File: config.mk
export PLATFORM = sky130hd
export DESIGN_NAME = bpf_seq
export DESIGN_NICKNAME = d
export VERILOG_FILES = /design/src/rtl/bpf_seq.sv
export SDC_FILE = /design/constraint.sdc
export NUM_CORES = 1
export LEC_CHECK = 0
export BUFFER_PORTS_ARGS = -buffer_cell sky130_fd_sc_hd__buf_2
export CORE_MARGIN = 10
export CORE_UTILIZATION = 50
export CTS_BUF_LIST = sky130_fd_sc_hd__clkbuf_16
export DETAILED_ROUTE_END_ITERATION = 8
export PLACE_DENSITY = 0.73
export REMOVE_ABC_BUFFERS = 1
export SETUP_SLACK_MARGIN = 0.4
export SLEW_MARGIN = 20
export SYNTH_ARGS = -nofsm -noshare
export SYNTH_HDL_FRONTEND = slang
export SYNTH_SLANG_ARGS = --single-unit
File: constraint.sdc
create_clock -name CLK -period 3.6 [get_ports CLK]
set_clock_uncertainty 0.1 [all_clocks]
set_input_delay 0.18 -clock CLK [delete_from_list [all_inputs] [get_ports CLK]]
set_output_delay 0.18 -clock CLK [all_outputs]
set_load 0.05 [all_outputs]
File: src/rtl/bpf_seq.sv
// bpf_seq: power-up / calibrate / monitor sequencer for the band-pass filter block.
// Outputs are decoded from the next state so they switch on the same edge as the state.
`timescale 1ns/1ps
module bpf_seq #(
    parameter int T_SETTLE = 10,
    parameter int TIMEOUT  = 64
) (
    input  logic        CLK,
    input  logic        RST,
    input  logic        EN,
    input  logic        RDY_BPF,
    output logic        PU_BPF,
    output logic        CAL_BPF,
    output logic        BPF_OK,
    output logic        BPF_ERR,
    output logic        BUSY,
    output logic [15:0] CAL_CYCLES
);
    localparam logic [2:0] OFF   = 3'd0;
    localparam logic [2:0] PWRUP = 3'd1;
    localparam logic [2:0] CAL   = 3'd2;
    localparam logic [2:0] READY = 3'd3;
    localparam logic [2:0] FAULT = 3'd4;
    localparam logic [15:0] SETTLE_LD = 16'(T_SETTLE - 1);
    localparam logic [15:0] TMO_LD    = 16'(TIMEOUT - 1);

    logic [2:0]  state, nxt;
    logic [15:0] settle, tmo, cyc, cyc_inc;

    assign cyc_inc = &cyc ? cyc : cyc + 16'd1;

    // EN low wins over every other transition
    always_comb
        nxt = !EN             ? OFF :
              state == OFF    ? PWRUP :
              state == PWRUP  ? (|settle ? PWRUP : CAL) :
              state == CAL    ? (RDY_BPF ? READY : |tmo ? CAL : FAULT) :
              state == READY  ? (RDY_BPF ? READY : FAULT) :
              state == FAULT  ? FAULT : OFF;

    always_ff @(posedge CLK or posedge RST) begin
        if (RST) begin
            state      <= OFF;
            settle     <= '0;
            tmo        <= '0;
            cyc        <= '0;
            CAL_CYCLES <= '0;
            PU_BPF     <= 1'b0;
            CAL_BPF    <= 1'b0;
            BPF_OK     <= 1'b0;
            BPF_ERR    <= 1'b0;
            BUSY       <= 1'b0;
        end else begin
            state   <= nxt;
            PU_BPF  <= nxt == PWRUP || nxt == CAL || nxt == READY;
            CAL_BPF <= nxt == CAL;
            BPF_OK  <= nxt == READY;
            BPF_ERR <= nxt == FAULT;
            BUSY    <= nxt == PWRUP || nxt == CAL;
            settle  <= state != PWRUP ? SETTLE_LD : |settle ? settle - 16'd1 : settle;
            tmo     <= state != CAL ? TMO_LD : |tmo ? tmo - 16'd1 : tmo;
            cyc     <= state != CAL ? 16'd0 : cyc_inc;
            // an abort via EN low leaves the last recorded count untouched
            if (state == CAL && EN && nxt != CAL)
                CAL_CYCLES <= cyc_inc;
        end
    end
endmodule

### Word-level counts from Yosys, hierarchy flattened

Cells that the tools add are included.

| word-level totals | value |
|---|---|
| input port bits | 4 |
| output and inout port bits | 21 |
| register bits after elaboration | 72 |

| cells by class | value |
|---|---|
| add/sub/neg operators | 3 |
| equality and inequality tests | 11 |
| reduce and logical (&&, ||, !) cells | 10 |
| mux-type cells | 16 |

Operators by type and width:

| operator | number |
|---|---|
| $mux W16 | 6 |
| $reduce_or A16 Y1 | 2 |
| $sub A16 B1 Y16 const B | 2 |
| $mux W3 | 9 |
| $add A16 B1 Y16 const B | 1 |
| $reduce_and A16 Y1 | 1 |
| $eq A3 B2 Y1 const B | 4 |
| $eq A3 B1 Y1 const B | 2 |
| $eq A3 B3 Y1 const B | 2 |
| $ne A3 B2 Y1 const B | 2 |
| $reduce_bool A2 Y1 | 2 |
| $logic_not A3 Y1 | 1 |
| $ne A3 B1 Y1 const B | 1 |
| $logic_and A1 B1 Y1 | 2 |
| $logic_or A1 B1 Y1 | 2 |
| $mux W2 | 1 |

### Longest topological paths before layout

Gate-level depths: netlist of run 1.

| depth | value |
|---|---|
| word-level depth | 10 |
| gate-level depth with buffers | 7 |

### Least setup slack after synthesis of run 1

No wires, ideal clock.

| timing | value |
|---|---|
| path type | flip-flop to flip-flop |
| start | reg settle[4] |
| end | reg settle[10] |
| data arrival time | 2.007 ns |
| setup slack | 1.427 ns |
| period minus slack after synthesis | 2.173 ns |
| path buffers | 1 |
| data required time | 3.434 ns |
| library setup time | 0.066 ns |
| stages on the path, launching flop included | 6 |
| cells stage by stage | dfrtp_1 or4_1 buf_2 or4_1 or4_1 nand2_1 |

| on the way | value |
|---|---|
| cells in the longest elaborated chain, start to end | 3 |

RTL lines:

| item | RTL line | source |
|---|---|---|
| start: declaration | 28 | `logic [15:0] settle, tmo, cyc, cyc_inc;` |
| start signal: assignment | 60 | `settle <= state != PWRUP ? SETTLE_LD : \|settle ? settle - 16'd1 : settle;` |
| $sub A16 B1 Y16 | 60 |  |
| $mux W16 (2 in series) | 60 |  |

Several ways; a longest one is shown, not always the timed one. The select of a mux whose other input is x is not followed.
A chain may end at the register's enable or synchronous reset.

### Worst setup path in the final report of run 1

| timing | value |
|---|---|
| start | reg tmo[0] |
| end | reg CAL_CYCLES[14] |

| on the way | value |
|---|---|
| cells in the longest elaborated chain, start to end | 9 |

RTL lines:

| item | RTL line | source |
|---|---|---|
| start: declaration | 28 |  |
| start signal: assignment | 61 | `tmo <= state != CAL ? TMO_LD : \|tmo ? tmo - 16'd1 : tmo;` |
| $reduce_or A16 Y1 | 37 | `state == CAL ? (RDY_BPF ? READY : \|tmo ? CAL : FAULT) :` |
| $mux W3 (3 in series) | 37 |  |
| $mux W3 | 36 | `state == PWRUP ? (\|settle ? PWRUP : CAL) :` |
| $mux W3 | 35 | `state == OFF ? PWRUP :` |
| $mux W3 | 34 | `nxt = !EN ? OFF :` |
| $ne A3 B2 Y1 | 64 | `if (state == CAL && EN && nxt != CAL)` |
| $logic_and A1 B1 Y1 | 64 |  |
| end signal: assignment | 65 | `CAL_CYCLES <= cyc_inc;` |
| end: declaration | 17 | `output logic [15:0] CAL_CYCLES` |

No other way between the ends.

==> results of run 1 <==
-- per-stage QoR --
step                      power, uW  hold slack [ns]  setup WS [ns]
after global routing           2450           0.0291          0.934
final                          2340          0.00687           1.08
after detailed placement       1420            0.214           1.13
after CTS                      2360         0.000635           1.10
after global placement         1410            0.215           1.22
after floorplan                1300            0.188           1.34
-- final cells by class --
class,count,area (sq um)
Tap cell,99,124
Inverter,13,48.8
Timing Repair Buffer,28,153
Clock buffer,9,225
Multi-Input combinational cell,284,1780
Clock inverter,6,85.1
Sequential cell,72,1800
Fill cell,668,2990
-- worst paths after layout --
path,end,cells past startpoint
max reg2reg,CAL_CYCLES[14],6
max in group asynchronous,tmo[8],4
max,CAL_CYCLES[14],6
min,BPF_OK,3
min reg2reg,CAL_CYCLES[1],2
min in group asynchronous,settle[8],3
-- per-layer routing --
| layer | track usage, % | wire length (microns) |
|---|---|---|
| met1 | 18.4 | 3780 |
| met4 | 7.74 | 214 |
| met3 | 3.50 | 444 |
| met5 | 0 | 0 |
| met2 | 25.5 | 4220 |
-- power by group --
group          total (uW)  switching, uW  internal (uW)
logic                 456            324            133
registers             950           64.6            885
clock network         932            332            600
-- sequential cells by signal, summed over array words and instances, names as in the netlist --
register and cells:
BPF_ERR 1, BPF_OK 1, BUSY 1, CAL_BPF 1, CAL_CYCLES 16, PU_BPF 1, cyc 16, settle 16
state 3, tmo 16
-- critical path, stage by stage (launching register included) --
cell and delay [ns]:
dfrtp_1 0.41, inv_1 0.11, ha_1 0.17, or4b_1 0.58, o41ai_4 0.68, nand2_4 0.11, o31ai_1 0.26
-- cells by family (layout without fill, tap and decap cells) --
kind of cell / after synthesis / after routing / share of synthesized area [%]
flops: 72 / 72 / 48.7
mux: 9 / 9 / 2.44
simple gates: 157 / 157 / 25.1
xor+xnor: 5 / 5 / 1.18
compound gates: 108 / 108 / 17.9
fa+ha+maj: 5 / 5 / 1.69
buf+inv: 27 / 56 / 3.01
-- layout by cell type (no fill, tap or decap), types with 3 or more instances in the layout --
master and count:
inv_1 12, buf_2 24, nor4_1 8, a31oi_1 11
ha_1 5, and3_1 7, nor2_1 24, or3_1 11
a21oi_1 39, o21ai_0 29, nand2_1 21, nand4_1 8
clkbuf_16 9, nor4b_1 3, buf_4 3, nor3_1 11
nand3_1 12, or3b_2 3, nand2b_1 6, or2_2 7
nor2b_1 4, or4_1 16, mux2i_1 9, nor3b_1 3
dfrtp_1 72, xor2_1 3, o31ai_1 16
==> impl_results.md, run 1 <==
- Outcome: finished clean
- Layout Nets: between 400 and 500
- Max Cap Viol: 0
- Final hold violations: 0
- Clk slew on worst S/H paths: around 0.050 ns
- Detailed Route Iter0 Violations: about 210
- Synth warn: 0
- Hold Path Class: input pin to register
- Drt drc: 0
- Worst Tran Pin Value: between 0.8 and 0.9 ns
- Syn Area/Cell: approximately 9.7 sq um
- Row count: 31
- RSZ-0062 raised after global routing: false
- Most numerous cell in the Yosys netlist: dfrtp_1
- Number of global-route vias before repair: between 3000 and 4000
- WL final: about 8700 microns
- Core area: a little over 7000 sq um
- Vias: around 3200
- Endpoints failing setup: 0
- Post-layout util: approximately three fifths
- Setup repair bufs after CTS: 0
- Post-route ant nets: 0
- Finished Cell Area: about 4200 sq um
- Die area: between 10000 and 15000 sq um
- Peak supply drop: 0.276 mV
- Area leader, netlist: dfrtp_1
- Initial antenna violation count: 0
- Area share of the largest cell type after synthesis: about 49%
- CP arrival: 2.65 ns
- Fmax: around 400 MHz
- Wire length of the first global-routing pass: around 14000 microns
- R2r setup slk: around 1.1 ns
- Slew Viols, Final: 0
- Yosys cell types: 48
- Crit path from: tmo[0]
- Worst-skew pair later-pin latency: ~0.33 ns
- Fin crit share: about 70%
- IO Pins: 25
- CTS HTree Levels: 3
- Dpl cell area: between 3000 and 4000 sq um
- Startpoint Class: register
- Min Tclk post-route: roughly 2.5 ns
- Ys flop type: dfrtp_1
- # diodes: 0
- Avg Vias per Cell: around 6.2
- Worst path required time: between 3 and 4 ns
- Power Dens Cells: roughly 550 nW/um^2
- Wire length per cell: between 15 and 20 microns
- Port Buffers: 24
- Inserted Clock Buffers: 9
- Commonest cells post-synth: 72 x dfrtp_1, 39 x a21oi_1, 29 x o21ai_0, 24 x nor2_1, 21 x nand2_1
- CTS Root Cell: clkbuf_16
- Area Overhead vs Synth: 14.2%
- Gr usage total: between 10% and 20%
- Setup TNS: 0 ns
- Area of the mapped netlist: between 3000 and 4000 sq um
- Crit Path Class: register to register
- Hold Startpoint: RDY_BPF
- Initial Util: between 50% and 60%
- GRT overflow: 0
- FF-to-FF Start: tmo[0]
- Die W: roughly 110 microns
- Final cell count without fillers: roughly 510
- Syn Inst Count: about 380
- DPL Wire Length: 5830 microns
- Final Wtd Congestion: between 0.8 and 0.9
- Area contributors post-synth: dfrtp_1 49%, a21oi_1 5.3%, o21ai_0 3.9%
- Rel. slew slack: between 40 and 50%
- Sequential area share after synthesis: between 40% and 50%
- CTS tree: done
- Clk sinks: between 70 and 80
- Clk buf depth: 2
- Hold_buf cts: 1
- Critical path peak fanout: 9
- Leakage power: between 0.0015 and 0.002 uW
- Placed insts: ~500
- #FFs+latches synth: a little over 70
- EDFF count, synth: 0
- Die H: ~110 microns
- Share of cells above drive strength 1: about 14%
- Post-cts sizing count: 0
- Drt pass-1 iters: 5
- Setup crit end kind: register
- Async SR Flop Fraction: 100%
- Largest net degree at the start of global routing: 42
No activity file was read; power rests on OpenSTA's default activity.
==> inputs of run 2 (changes only) <==
==> constraint.sdc (replaced) <==
create_clock -name CLK -period 2.36 [get_ports CLK]
set_clock_uncertainty 0.1 [all_clocks]
set_input_delay 0.118 -clock CLK [delete_from_list [all_inputs] [get_ports CLK]]
set_output_delay 0.118 -clock CLK [all_outputs]
set_load 0.05 [all_outputs]
==> run 2 against run 1 <==
Clock power is 28% higher. Wire length is 18% higher. First-iteration DRC count is 0.47% lower. Combinational power is 130% higher. Non-clock buffer count is 54 higher. Setup slack worse by 0.90 ns. Critical path type unchanged. Critical endpoint is now tmo[5]. Largest cell class is now multi-input gates.
==> impl_results.md, run 2 (synthesized netlist as in run 1, its figures left out) <==
- Worst Tran Pin Value: slightly below 1 ns
- GRT overflow: 0
- Setup crit end kind: register
- Largest net degree at the start of global routing: between 40 and 50
- Crit Path Class: register to register
- Area Overhead vs Synth: 35.4%
- Hold Path Class: input pin to register
- Wire length per cell: approximately 18 microns
- CP arrival: 2.26 ns
- Post-layout util: between 60 and 70%
- Fmax: ~460 MHz
- Die area: approximately 11000 sq um
- Setup ws final: roughly 0.18 ns
- Layout Nets: 471
- Setup TNS: 0 ns
- Worst path required time: 2.44 ns
- DPL Wire Length: about 5800 microns
- WL final: 10200 microns
- Clock power share: between 30% and 40%
- R2r setup slk: 0.18 ns
- Peak supply drop: about 0.56 mV
- Slowest CP cell: or4_4
- P_int: about 2400 uW
- Detailed Route Iter0 Violations: ~210
- Drt pass-1 iters: 5
- # diodes: 0
- Clk sinks: 72
- CTS tree: done
- Clk slew on worst S/H paths: roughly 0.060 ns
- Die W: roughly 110 microns
- Critical path peak fanout: 6
- Cells on Worst Hold Path: 3
- Outcome: finished clean
- Drt drc: 0
- Power Dens Cells: about 740 nW/um^2
- Rel. slew slack: around 34%
- Post-route ant nets: 0
- DP Worst Slack: 0.109 ns
- Worst-skew pair later-pin latency: 0.33 ns
- Max Cap Viol: 0
- Vias: around 3400
- Die H: between 100 and 150 microns
- Endpoints failing setup: 0
- Hold Startpoint: EN
- CTS Root Cell: clkbuf_16
- Gr usage total: 16.6%
- CTS HTree Levels: 3
- Min Tclk post-route: approximately 2.2 ns
- Startpoint Class: register
- Clk buf depth: 2
- Initial antenna violation count: 0
- Worst path cell trace: or4_4 > buf_6 > o41a_1 > a21oi_2 > o21ai_1
- Row count: 31
- Psw: 1250 uW
- Gate power share: about 28%
- FF-to-FF Start: tmo[9]
- IO Pins: 25
- Wire length of the first global-routing pass: approximately 16000 microns
- Avg Vias per Cell: 6.10
- Share of cells above drive strength 1: between 30 and 40%
- RSZ-0062 raised after global routing: true
- Slew Viols, Final: 0
- Most frequent cells in the layout: 67 x dfrtp_1, 46 x buf_4, 32 x a21oi_1
- Leakage power: about 0.0021 uW
- Final Wtd Congestion: 0.866
- Inserted Clock Buffers: 9
- Net Sw Frac: 33.8%
- Max stage delay on crit path: about 0.62 ns
- WHS Endpoint: BPF_ERR
- Reg-to-Reg End: tmo[5]
- Final Power: about 3700 uW
- Core area: 7210 sq um
- Initial Util: approximately half
- R2r worst-path depth: 5
- Port Buffers: 24
- Final hold violations: 0
- Commonest non-fill, non-tap cell in the layout: dfrtp_1
- Number of global-route vias before repair: around 3300
- Sequential share of power: about two fifths
- Fin crit share: about 90%
run 2: area by class of cell:
type                            count  area (sq um)
Fill cell                         533          2210
Multi-Input combinational cell    284          2160
Sequential cell                    72          1810
Timing Repair Buffer               82           616
Clock buffer                        9           225
Tap cell                           99           124
Inverter                           13          48.8
Clock inverter                      6          30.0
run 2: how the worst max path moves through the flow:
stage               startpoint              to  slack, ns  cells past startpoint
floorplan               cyc[0]   CAL_CYCLES[3]        0.1                      5
global placement     settle[0]      settle[10]       0.15                      6
detailed placement   settle[0]      settle[10]       0.11                      6
CTS                     tmo[1]  CAL_CYCLES[15]       0.21                      7
global route            tmo[9]   CAL_CYCLES[2]       0.13                      6
finish                  tmo[9]          tmo[5]       0.18                      5
run 2: per-layer routing:
| metal | GRT usage (%) | routed length, microns | vias to the layer above |
|---|---|---|---|
| li1 | - | - | 1607 |
| met2 | 28.4 | 5360 | 129 |
| met4 | 5.03 | 107 | 0 |
| met5 | 0 | 0 | - |
| met3 | 4.47 | 559 | 16 |
| met1 | 19.9 | 4200 | 1697 |
run 2: through the flow:
stage / hold WS, ns / area [sq um] / cells
3_3_place_gp: 0.129 / 4020 / 509
4_1_cts: 0.0798 / 4600 / 546
6_report: 0.0862 / 5010 / 565
3_5_place_dp: 0.131 / 4020 / 509
5_1_grt: 0.0904 / 5010 / 565
2_1_floorplan: 0.126 / 3630 / 369
run 2: power by group through the flow:
stage | sequential (uW) | combinational, uW | clock (uW)
2_1_floorplan | 1660 | 325 | 0
3_3_place_gp | 1460 | 711 | 0
3_5_place_dp | 1470 | 724 | 0
4_1_cts | 1440 | 879 | 1210
5_1_grt | 1470 | 1130 | 1260
6_report | 1450 | 1050 | 1190
run 2: timing repair:
action | 4_1_cts | 5_1_grt
pin swaps | 17 | 16
resized for setup | 37 | 57
endpoints found under the hold margin | 73 | 0
setup buffers | 20 | 19
endpoints found under the setup margin | 54 | 61
hold buffers | 2 | 0
run 2: critical path: cells and delay by family, from the launching register on:
family | cells | cell delay (ns)
AND/OR/NAND/NOR | 1 | 0.62
AO/OA/AOI/OAI | 3 | 0.72
buffers and inverters | 1 | 0.15
flip-flops | 1 | 0.43
